==> config.mk <==
export PLATFORM = sky130hd
export DESIGN_NAME = d_write_buffer
export DESIGN_NICKNAME = d
export VERILOG_FILES = /design/src/rtl/d_wb_pkg.sv /design/src/rtl/wb_fifo.sv /design/src/rtl/d_write_buffer.sv
export SDC_FILE = /design/constraint.sdc
export NUM_CORES = 1
export LEC_CHECK = 0
export ABC_AREA = 1
export BUFFER_PORTS_ARGS = -buffer_cell sky130_fd_sc_hd__buf_2
export CAP_MARGIN = 20
export CORE_ASPECT_RATIO = 0.9
export CORE_MARGIN = 2
export CORE_UTILIZATION = 36
export CTS_CLUSTER_DIAMETER = 40
export DETAILED_ROUTE_END_ITERATION = 8
export GPL_TIMING_DRIVEN = 0
export PLACE_DENSITY = 0.65
export SETUP_SLACK_MARGIN = 0.3
export SYNTH_ARGS = -nofsm -noshare
export SYNTH_HDL_FRONTEND = slang
export SYNTH_HIERARCHICAL = 1
export SYNTH_SLANG_ARGS = --single-unit
==> constraint.sdc <==
create_clock -name clk -period 11.7 [get_ports clk]
set_input_delay 2.34 -clock clk [delete_from_list [all_inputs] [get_ports clk]]
set_output_delay 2.34 -clock clk [all_outputs]
set_load 0.05 [all_outputs]
==> src/rtl/d_wb_pkg.sv <==
// Shared types for the posted-write buffer: FSM state and the buffered write entry.
package d_wb_pkg;

   localparam int WB_A_WIDTH = 32;

   typedef enum logic [1:0] {IDLE, DRAIN, READ} wb_state_t;

   typedef struct packed {
      logic [WB_A_WIDTH-1:0] addr;
      logic [31:0]           data;
      logic [3:0]            wen;
      logic [1:0]            size;
   } wb_entry_t;

endpackage

==> src/rtl/wb_fifo.sv <==
// Generic synchronous FIFO with async active-low reset; dout always shows the head entry.
module wb_fifo #(
   parameter int W     = 8,
   parameter int DEPTH = 4,
   localparam int PTR_W = $clog2(DEPTH)
) (
   input  logic             clk,
   input  logic             clrn,
   input  logic             push,
   input  logic             pop,
   input  logic [W-1:0]     din,
   output logic [W-1:0]     dout,
   output logic             full,
   output logic             empty,
   output logic [PTR_W:0]   count
);

   logic [W-1:0]     mem [DEPTH];
   logic [PTR_W-1:0] wr_ptr, rd_ptr;
   logic             push_ok, pop_ok;

   assign full    = (count == (PTR_W+1)'(DEPTH));
   assign empty   = (count == '0);
   assign push_ok = push & ~full;
   assign pop_ok  = pop & ~empty;
   assign dout    = mem[rd_ptr];

   // Storage needs no reset: the head is only observed while count != 0.
   always_ff @(posedge clk)
      if (push_ok) mem[wr_ptr] <= din;

   // DEPTH is a power of two, so pointers wrap naturally.
   always_ff @(posedge clk or negedge clrn) begin
      if (!clrn) begin
         wr_ptr <= '0;
         rd_ptr <= '0;
         count  <= '0;
      end else begin
         if (push_ok) wr_ptr <= wr_ptr + 1'b1;
         if (pop_ok)  rd_ptr <= rd_ptr + 1'b1;
         case ({push_ok, pop_ok})
            2'b10:   count <= count + 1'b1;
            2'b01:   count <= count - 1'b1;
            default: count <= count;
         endcase
      end
   end

endmodule

==> src/rtl/d_write_buffer.sv <==
// Posted-write buffer between the L3 data cache and memory: writes are absorbed and drained
// in order; reads go out only once every buffered write has reached memory.
module d_write_buffer
   import d_wb_pkg::*;
#(
   parameter int A_WIDTH = WB_A_WIDTH,
   parameter int DEPTH   = 4,
   localparam int PTR_W  = $clog2(DEPTH)
) (
   input  logic               clk,
   input  logic               clrn,
   input  logic [A_WIDTH-1:0] c_a,
   input  logic [31:0]        c_din,
   output logic [31:0]        c_dout,
   input  logic               c_strobe,
   input  logic [3:0]         c_wen,
   input  logic [1:0]         c_size,
   input  logic               c_rw,
   output logic               c_ready,
   output logic [A_WIDTH-1:0] m_a,
   output logic [31:0]        m_din,
   input  logic [31:0]        m_dout,
   output logic               m_strobe,
   output logic [3:0]         m_wen,
   output logic [1:0]         m_size,
   output logic               m_rw,
   input  logic               m_ready,
   output logic               wb_empty
);

   wb_state_t          state;
   logic [A_WIDTH-1:0] rd_a;
   logic [1:0]         rd_size;
   wb_entry_t          enq, head;
   logic               full, empty, push, pop;
   logic [PTR_W:0]     count;

   // Entry address field is sized by the package; A_WIDTH above that needs a package change.
   assign enq = '{addr: WB_A_WIDTH'(c_a), data: c_din, wen: c_wen, size: c_size};

   // Accept depends only on occupancy, never on m_ready; held off during reset and READ.
   assign push = clrn & c_strobe & c_rw & ~full & (state != READ);
   assign pop  = (state == DRAIN) & m_ready;

   wb_fifo #(.W($bits(wb_entry_t)), .DEPTH(DEPTH)) u_fifo (
      .clk   (clk),
      .clrn  (clrn),
      .push  (push),
      .pop   (pop),
      .din   (enq),
      .dout  (head),
      .full  (full),
      .empty (empty),
      .count (count)
   );

   assign wb_empty = empty;

   // A write accepted in IDLE goes straight to DRAIN so memory sees it the next cycle.
   always_ff @(posedge clk or negedge clrn) begin
      if (!clrn) begin
         state   <= IDLE;
         rd_a    <= '0;
         rd_size <= '0;
      end else begin
         case (state)
            IDLE:
               if (count != '0 || push) state <= DRAIN;
               else if (c_strobe && !c_rw) begin
                  state   <= READ;
                  rd_a    <= c_a;
                  rd_size <= c_size;
               end
            DRAIN:
               if (pop && count == (PTR_W+1)'(1) && !push) state <= IDLE;
            READ:
               if (m_ready) state <= IDLE;
            default:
               state <= IDLE;
         endcase
      end
   end

   always_comb begin
      m_strobe = 1'b0;
      m_rw     = 1'b0;
      m_a      = '0;
      m_din    = '0;
      m_wen    = '0;
      m_size   = '0;
      c_dout   = '0;
      case (state)
         DRAIN: begin
            m_strobe = 1'b1;
            m_rw     = 1'b1;
            m_a      = A_WIDTH'(head.addr);
            m_din    = head.data;
            m_wen    = head.wen;
            m_size   = head.size;
         end
         READ: begin
            m_strobe = 1'b1;
            m_a      = rd_a;
            m_size   = rd_size;
            c_dout   = m_dout;
         end
         default: ;
      endcase
   end

   assign c_ready = push | ((state == READ) & c_strobe & ~c_rw & m_ready);

endmodule
==> flow_summary.yaml, run 1 <==
sta:
  fin_crit_ps: 6020
  skew_ps: 17.20
  worst_pin_slew_ps: 1004
  period_share: 0.5145
  setup_tns_ps: 0
  drv_slew: 0
  rsz0062_at_grt: "false"
  setup_violations: 0
  max_freq_ghz: 0.1661
  finalHoldViolCount: 0
  slew_headroom: 0.3293
floorplanning:
  die_area_um2: 41630
  core_um2: 39450
  die_h_um: 193.8
  die_width_um: 214.8
  start_util: 0.3651
  rows: 69
  num_io_pins: 213
drt:
  routed_via_density: 4.670
  drc: 0
  antenna_left: 0
  first_pass_iters: 4
  vias: 10050
  avgRoutedWirePerCell_um: 17.23
  wirelength_um: 37090
  drt_iter0_drc: 715
job:
  cap_violations: 0
power:
  power.static_leakage_nw: 8.146
  power.switching_mw: 1.879
  power_mw: 4.514
  p_clk_frac: 0.278
  p_seq_frac: 0.317
  power.density_nw_per_um2: 253.7
  sw_frac_of_total: 0.4163
  combPwrFrac: 0.405
  ir_drop_mv: 0.1571
  p_int_mw: 2.635
synth:
  ys_seq_elements: 323
  synth_area_um2: 14400
  synthesis.nets: 1434
  ys.flop_type: "edfxtp_1"
  synth_area_per_cell_um2: 10.93
  synth_cell_types: 26
  ys_top_cells_by_count: "nand2_1, edfxtp_1, inv_1"
  synth_edf_count: 280
  yosysWarnings: 6
  synthCells: 1318
  ys_seq_area_frac: 0.6584
  async_reset_ff_frac: 0.1331
  synthTopCellsByArea: "edfxtp_1, nand2_1, dfrtp_1"
  yosysMostFrequentCell: "nand2_1"
  yosys.area.top_type: "edfxtp_1"
  synth_top_cell_area_share: 0.5837
grt:
  grt_max_degree: 32
  antenna_found_initial: 10
  grt_pass1_vias: 10010
  grt_overflow_total: 0
  grt_pass1_wl_um: 56910
  grtUsageTotal: 0.1766
place:
  port_buffers: 212
  dp_hpwl_um: 24400
  gp_congestion: 0.7742
cells_and_area:
  syn_to_final_growth_pct: 23.53
  layout.nets: 1700
  finish.utilization: 0.4510
  drive_gt1_frac: 0.2497
cts:
  cts_resized: 0
  post-cts-setup-buffers: 0
  numCtsBuffers: 40
  cts_buffer_depth: 3
  clock-sinks: 323
  cts_hold_buf: 0
  htreeDepth: 2
  path_clk_slew_ps: 60
  cts_root_buffer: "clkbuf_16"
  insertion_delay_ps: 530
  cts_tree: "done"
worst_hold_path:
  hold_path.class: "flip-flop to flip-flop"
  holdPathStages: 2
worst_setup_path:
  r2r_cells: 15
  cp_max_fo: 31
  cp.arrival_ps: 3680
  endpoint_kind: "primary output"
  cp.required_ps: 9360
  critPathKind: "primary input to primary output"
  start_kind: "primary input"
run_status:
  status: "complete, no violations"
==> cells by family after synthesis <==
group           count (synthesis)  synth area share
buf+inv                       308           0.08878
flops                         323            0.6584
xor+xnor                        1         0.0006082
compound gates                175            0.1091
fa+ha+maj                       9          0.008339
simple gates                  502            0.1347
==> final cells by class <==
class / count / area, µm²
well taps: 532 / 665.6
inverters: 237 / 892.1
flip-flops and latches: 323 / 9484
multi-input cells: 687 / 3671
plain buffers: 71 / 386.6
clock buffers: 49 / 1066
clock inverters: 23 / 281.5
diodes: 6 / 15.01
repair buffers: 224 / 1331
fillers: 3692 / 21660
==> per-stage QoR <==
step                setup WS (ps)  hold slack [ps]  instances  cell area, µm²
floorplan                    5402            448.7       1318           14400
global placement             1602            460.9       2062           16130
detailed placement           5640            464.8       2074           16430
CTS                          5635            480.1       2146           17780
global route                 5563            497.4       2148           17780
finish                       5680            478.1       2152           17790
==> placed cells by master, fill, tap and decap left out <==
cell type   synthesis  routed
inv_1             225     225
clkinvlp_4          0       6
buf_6              11      11
clkbuf_1           35      42
buf_2              18     230
ha_1                8       8
buf_12              0       8
o211ai_2           69      69
buf_1               3       3
nand2_4             1       1
clkinv_2            0       4
nand3_1            11      11
clkinv_1            3       8
nor2_1              6       2
xnor2_1             1       1
inv_2               8       8
nor2_4              1       5
buf_4               4       4
dfrtp_1            43      43
clkinv_4            0       1
o21ai_0             1       1
diode_2             0       6
buf_16              0       4
nand4_4             1       1
nand4_1             3       3
edfxtp_1          280     280
bufinv_16           0       6
a21oi_1            34      34
inv_6               0       1
fa_1                1       1
inv_4               1       1
clkbuf_16           0      41
clkbuf_8            0       1
nor2_2              1       1
o211ai_1           71      71
nand2_1           478     478
==> routing by layer <==
metal / GRT usage / part of all wire
met1: 0.2441 / 0.45
met2: 0.2812 / 0.46
met3: 0.04110 / 0.076
met4: 0.04501 / 0.019
met5: 0 / 0.0016
==> worst max-delay path: stages <==
cell     delay [ps]
buf_2           340
buf_12          270
nand2_1          80
nor2_1          160
nand2_4         100
nand2_1          80
buf_2           260
==> registers in the layout (all words and copies together) (netlist names) <==
signal,cells
rd_a,32
rd_size,2
state,2
u_fifo/count,3
u_fifo/mem,280
u_fifo/rd_ptr,2
u_fifo/wr_ptr,2
==> path summary, 6_finish.rpt <==
kind                       slack (ps)                 start                            to
setup / recovery                 5680                  clrn                       c_ready
setup reg to reg                 8690  state[1]$_DFFE_PN0P_   u_fifo/count[2]$_DFFE_PN0P_
hold / removal                    480  rd_a[19]$_DFFE_PN0P_          rd_a[19]$_DFFE_PN0P_
hold reg to reg                   480  rd_a[19]$_DFFE_PN0P_          rd_a[19]$_DFFE_PN0P_
min in group asynchronous        1740                  clrn          rd_a[12]$_DFFE_PN0P_
max in group asynchronous        9410                  clrn  u_fifo/wr_ptr[1]$_DFFE_PN0P_
==> power groups by stage <==
| stage | Sequential, mW | Clock [mW] | Combinational, mW |
|---|---|---|---|
| 3_5_place_dp | 1.45 | 0 | 1.84 |
| 6_report | 1.43 | 1.25 | 1.83 |
| 2_1_floorplan | 1.45 | 0 | 1.30 |
| 4_1_cts | 1.43 | 1.28 | 1.85 |
| 3_3_place_gp | 1.46 | 0 | 1.79 |
| 5_1_grt | 1.44 | 1.33 | 1.98 |
Note: power is estimated with default switching activity, not from simulation.
==> run 2, diff against run 1 <==
PLACE_DENSITY = 0.67   (was 0.65)
clock period = 5.05 ns   (was 11.7 ns; I/O delays follow)
==> run 2 against run 1 <==
  * Wire length grew 1.3%
  * Clock power rose to 2.6 times the previous value
  * Total power increased by 140%
  * Critical path depth decreased by 1
  * Clock skew decreased by 0.94 ps
  * Non-clock buffer count up 1
  * Worst setup slack worse by 4500 ps
  * Final cell count rose by 0.33%
  * Cell area is 1.3% higher
  * Sequential cell count unchanged
  * Highest routed layer unchanged
==> flow_summary.yaml, run 2 (synthesis gave the netlist of run 1 again) <==
power:
  power_mw: 10.80
  power.static_leakage_nw: 8.268
  ir_drop_mv: 0.4364
  power.density_nw_per_um2: 599.2
grt:
  grt_pass1_wl_um: 57760
  met3_usage: 0.03969
  grt_max_degree: 29
  top_usage_layer: "met2"
  met1_usage: 0.2391
  antenna_found_initial: 5
  grt_pass1_vias: 10090
  grt_overflow_total: 0
  grtUsageTotal: 0.1803
  use_met2: 0.2975
drt:
  first_pass_iters: 5
  avgRoutedWirePerCell_um: 17.39
  antenna_left: 0
  vias: 10160
  wirelength_um: 37560
  drt_iter0_drc: 703
  routed_via_density: 4.704
  drc: 0
cells_and_area:
  syn_to_final_growth_pct: 25.13
  final_cell_mix: "nand2_1, edfxtp_1, buf_2"
  largest_registers: "u_fifo/mem x280, rd_a x32, u_fifo/count x3"
  layout.nets: 1706
  final_common_cell: "nand2_1"
  drive_gt1_frac: 0.2577
  largest_register_ffs: 280
  finish.utilization: 0.4568
  regMostFlops: "u_fifo/mem"
worst_setup_path:
  r2r_cells: 15
  cp.arrival_ps: 2830
  crit_path_max_incr_delay_ps: 450
  r2r_start: "state[1]$_DFFE_PN0P_"
  rr_endpoint: "u_fifo/count[2]$_DFFE_PN0P_"
  cp.required_ps: 4040
  start_kind: "flip-flop"
  endpoint_kind: "primary output"
  critPathKind: "flip-flop to primary output"
  rrSetupSlack_ps: 2130
  slowest_stage: "clkbuf_1"
  path_cells: "inv_1 -> ha_1 -> clkinv_1 -> clkbuf_1 -> a21oi_1 -> buf_2"
  cp-endpoint: "m_a[30]"
  crit_start: "state[0]$_DFFE_PN0P_"
  cp_max_fo: 10
sta:
  setup_violations: 0
  skew_ps: 16.26
  rsz0062_at_grt: "false"
  fin_hold_ws_ps: 465.9
  period_share: 0.7597
  worst_pin_slew_ps: 850.0
  finalHoldViolCount: 0
  fin_ws_ps: 1213
  drv_slew: 0
  setup_tns_ps: 0
  slew_headroom: 0.4333
  fin_crit_ps: 3837
  max_freq_ghz: 0.2606
cts:
  cts_tree: "done"
  numCtsBuffers: 45
  insertion_delay_ps: 540
  cts_buffer_depth: 3
  clock-sinks: 323
  path_clk_slew_ps: 60
  cts_resized: 0
  cts_root_buffer: "clkbuf_16"
  htreeDepth: 2
  cts_hold_buf: 0
  post-cts-setup-buffers: 0
floorplanning:
  core_um2: 39450
  die_width_um: 214.8
  die_h_um: 193.8
  num_io_pins: 213
  rows: 69
  start_util: 0.3651
  die_area_um2: 41630
place:
  dp_hpwl_um: 24610
  port_buffers: 212
  pre_cts_slack_ps: 1032
  gp_congestion: 0.7767
run_status:
  status: "complete, no violations"
worst_hold_path:
  hold_path.class: "primary input to asynchronous set/reset pin"
job:
  cap_violations: 0
==> run 2: changes by cell type in the layout (fill, tap and decap cells not counted) <==
cell       delta
clkbuf_16     +6
diode_2       -5
inv_6         +4
clkbuf_1      -2
clkinv_1      -2
clkinv_4      +2
inv_8         +2
buf_16        +1
clkinv_2      +1
==> run 2: per-stage QoR <==
step | instance area [µm²] | instances
4_1_cts | 18020 | 2158
3_3_place_gp | 16130 | 2062
6_report | 18020 | 2159
5_1_grt | 18020 | 2158
3_5_place_dp | 16460 | 2075
2_1_floorplan | 14400 | 1318
==> run 2: area by class of cell <==
type                    count  area [µm²]
fillers                  3666       21430
flip-flops and latches    323        9484
multi-input cells         687        3671
repair buffers            225        1359
clock buffers              53        1209
inverters                 237       892.1
well taps                 532       665.6
plain buffers              71       386.6
clock inverters            30       354.1
diodes                      1       2.502
==> run 2: power breakdown <==
group,internal [mW],switching (mW),leakage [nW]
Sequential,3.19,0.121,3.06
Combinational,1.10,3.15,4.45
Clock,2.04,1.19,0.749
==> run 2: layer usage <==
layer	routed length [µm]	part of all wire
met4	803	0.021
met2	17650	0.47
met5	38	0.0010
met3	2685	0.071
met1	16380	0.44
==> run 2: worst min-delay path by stage <==
stage	depth (start not counted)	slack [ps]	to
5_1_grt	1	480	rd_a[16]$_DFFE_PN0P_
4_1_cts	1	450	rd_a[16]$_DFFE_PN0P_
3_5_place_dp	2	460	rd_a[2]$_DFFE_PN0P_
2_1_floorplan	2	450	rd_a[0]$_DFFE_PN0P_
6_report	1	470	rd_a[15]$_DFFE_PN0P_
3_3_place_gp	2	460	rd_a[6]$_DFFE_PN0P_
==> run 2: worst max-delay path: cells and delay by family (launching register included) <==
family                   cells  cell delay (ps)
buffers and inverters        4             1120
flip-flops                   1              370
AO/OA/AOI/OAI                1              410
adder cells (fa/ha/maj)      1              380
==> run 3, diff against run 2 <==
ABC_AREA = 0   (was 1)
clock period = 3.35 ns   (was 5.05 ns; I/O delays follow)
==> run 3 against run 2 <==
  * Critical path depth up 1
  * Synthesized cell count down 50%
  * Global-route usage down 2.4 points
  * Die area is 8.1% lower
  * Wire length down 21%
  * Worst setup slack lost 810 ps
  * Clock-buffer cell count down 3
  * Synthesized area decreased by 8.3%
  * Register-to-register slack got worse by 1700 ps
  * Clock skew decreased by 6.3 ps
  * Hold slack worse by 310 ps
  * Total power is 52% higher
  * Critical path type unchanged
==> flow_summary.yaml, run 3 <==
worst_setup_path:
  r2r_start: "state[0]$_DFFE_PN0P_"
  start_kind: "flip-flop"
  endpoint_kind: "primary output"
  rr_endpoint: "u_fifo/mem[1][4]$_DFFE_PP_"
  critPathKind: "flip-flop to primary output"
  rrSetupSlack_ps: 460
  cp.arrival_ps: 2280
  cp_max_fo: 10
  r2r_cells: 8
  cp.required_ps: 2680
synth:
  synthCells: 658
  ys.flop_type: "edfxtp_1"
  synth_edf_count: 280
  ys_top_cells_by_count: "edfxtp_1, and2_1, mux4_2"
  synthTopCellsByArea: "edfxtp_1, mux4_2, dfrtp_1"
  ys_seq_elements: 323
  ys_seq_area_frac: 0.7177
  synth_cell_types: 36
  synth_area_um2: 13220
  async_reset_ff_frac: 0.1331
  synth_top_cell_area_share: 0.6362
  synthesis.nets: 774
  yosysWarnings: 6
  yosys.area.top_type: "edfxtp_1"
  yosysMostFrequentCell: "edfxtp_1"
  synth_area_per_cell_um2: 20.08
grt:
  grt_pass1_vias: 7270
  grt_overflow_total: 0
  antenna_found_initial: 2
  grt_pass1_wl_um: 44320
  grt_max_degree: 52
  grtUsageTotal: 0.1565
cts:
  htreeDepth: 2
  path_clk_slew_ps: 60
  numCtsBuffers: 43
  cts_tree: "done"
  insertion_delay_ps: 520
  cts_hold_buf: 0
  clock-sinks: 323
  cts_root_buffer: "clkbuf_16"
  cts_buffer_depth: 3
drt:
  drt_iter0_drc: 388
  vias: 6947
  drc: 0
  first_pass_iters: 4
  routed_via_density: 4.851
  antenna_left: 0
  wirelength_um: 29800
  avgRoutedWirePerCell_um: 20.81
sta:
  max_freq_ghz: 0.3396
  rsz0062_at_grt: "true"
  skew_ps: 9.964
  slew_headroom: 0.5763
  drv_slew: 0
  fin_crit_ps: 2945
  period_share: 0.8791
  setup_violations: 0
  fin_hold_ws_ps: 159.6
  worst_pin_slew_ps: 635.6
  finalHoldViolCount: 0
cells_and_area:
  regMostFlops: "u_fifo/mem"
  seqCellArea_um2: 9484
  drive_gt1_frac: 0.4634
  diodes: 0
  largest_register_ffs: 280
  final_common_cell: "edfxtp_1"
  largest_registers: "u_fifo/mem x280, rd_a x32, u_fifo/count x3"
  multi_input_area_um2: 3387
  layout.nets: 1040
  final_cell_mix: "edfxtp_1, buf_2, and2_1"
  fillers: 3135
  syn_to_final_growth_pct: 25.80
place:
  gp_congestion: 0.7283
  port_buffers: 212
  dp_hpwl_um: 18750
floorplanning:
  die_area_um2: 38260
  die_width_um: 206.0
  rows: 66
  die_h_um: 185.8
  core_um2: 36170
  start_util: 0.3654
  num_io_pins: 213
run_status:
  status: "complete, no violations"
worst_hold_path:
  hold_path.class: "primary input to asynchronous set/reset pin"
job:
  cap_violations: 0
power:
  power.density_nw_per_um2: 988.9
  ir_drop_mv: 0.5033
  power.static_leakage_nw: 6.243
  power_mw: 16.44
run 3: cell types whose count changed after synthesis, moves of 35 or more:
cell,delta
o211ai_1,-71
inv_1,-216
nor2b_1,+36
mux4_2,+68
nand2_1,-475
a22oi_1,+35
o211ai_2,-69
and2_1,+74
run 3: timing repair:
action | 4_1_cts | 5_1_grt
setup buffers | 0 | 4
pin swaps | 0 | 1
hold endpoints to repair | 0 | 0
setup endpoints to repair | 102 | 132
resized for setup | 41 | 33
run 3: worst max-delay path: stages, from the launching register on:
cell,delay [ps]
dfrtp_1,400
inv_1,110
ha_1,170
buf_6,130
buf_2,270
a22oi_1,100
nor2b_1,260
clkbuf_4,300
run 3: cells by family (layout without fill, tap and decap cells):
| group | count (synthesis) | after routing | synth area share |
|---|---|---|---|
| AOI/OAI and AO/OA | 42 | 42 | 0.02367 |
| xor gates and xnor gates | 6 | 6 | 0.003977 |
| adders and majority gates | 9 | 9 | 0.009090 |
| buffers and inverters | 48 | 346 | 0.02717 |
| DFF | 323 | 323 | 0.7177 |
| muxes | 106 | 106 | 0.1590 |
| and+or+nand+nor | 124 | 124 | 0.05946 |
run 3: report_power, final:
part / switching, mW / total (mW) / internal, mW / leakage, nW
registers: 0.216 / 5.08 / 4.86 / 3.07
clock network: 1.72 / 4.57 / 2.85 / 0.693
logic: 4.22 / 6.80 / 2.58 / 2.47
run 3: through the flow:
step	setup TNS, ps	util	setup slack (ps)	instance area [µm²]	std cells
2_1_floorplan	0	-	333.2	13220	658
3_3_place_gp	-310770	0.4113	-1130	14880	1346
3_5_place_dp	-5202	0.4150	-214.0	15010	1351
4_1_cts	0	0.4575	252.7	16550	1428
5_1_grt	0	0.4596	269.2	16620	1432
6_report	0	0.4596	405.0	16620	1432
run 3: cell type report:
class,instances,share of cell area
Sequential cell,323,0.5705
Multi-Input combinational cell,287,0.2037
Timing Repair Buffer,221,0.07647
Clock buffer,50,0.06631
Tap cell,476,0.03582
Buffer,39,0.02476
Clock inverter,27,0.02040
Inverter,9,0.002032
run 3: how the worst max path moves through the flow:
stage	startpoint	endpoint	slack [ps]	depth (start not counted)
floorplan	state[1]$_DFFE_PN0P_	m_a[27]	330	6
detailed placement	state[1]$_DFFE_PN0P_	u_fifo/count[2]$_DFFE_PN0P_	-210	12
finish	state[0]$_DFFE_PN0P_	m_a[1]	400	7
CTS	u_fifo/rd_ptr[1]$_DFFE_PN0P_	m_a[12]	250	6
global route	state[0]$_DFFE_PN0P_	u_fifo/mem[1][4]$_DFFE_PP_	270	8
global placement	clrn	u_fifo/mem[0][16]$_DFFE_PP_	-1130	4
run 3: layer usage:
| layer | track usage | part of all wire | up-vias |
|---|---|---|---|
| met3 | 0.03326 | 0.058 | 49 |
| met1 | 0.2147 | 0.44 | 3582 |
| li1 | - | - | 3140 |
| met2 | 0.2538 | 0.49 | 172 |
| met5 | 0 | 0.00087 | - |
| met4 | 0.04200 | 0.017 | 4 |
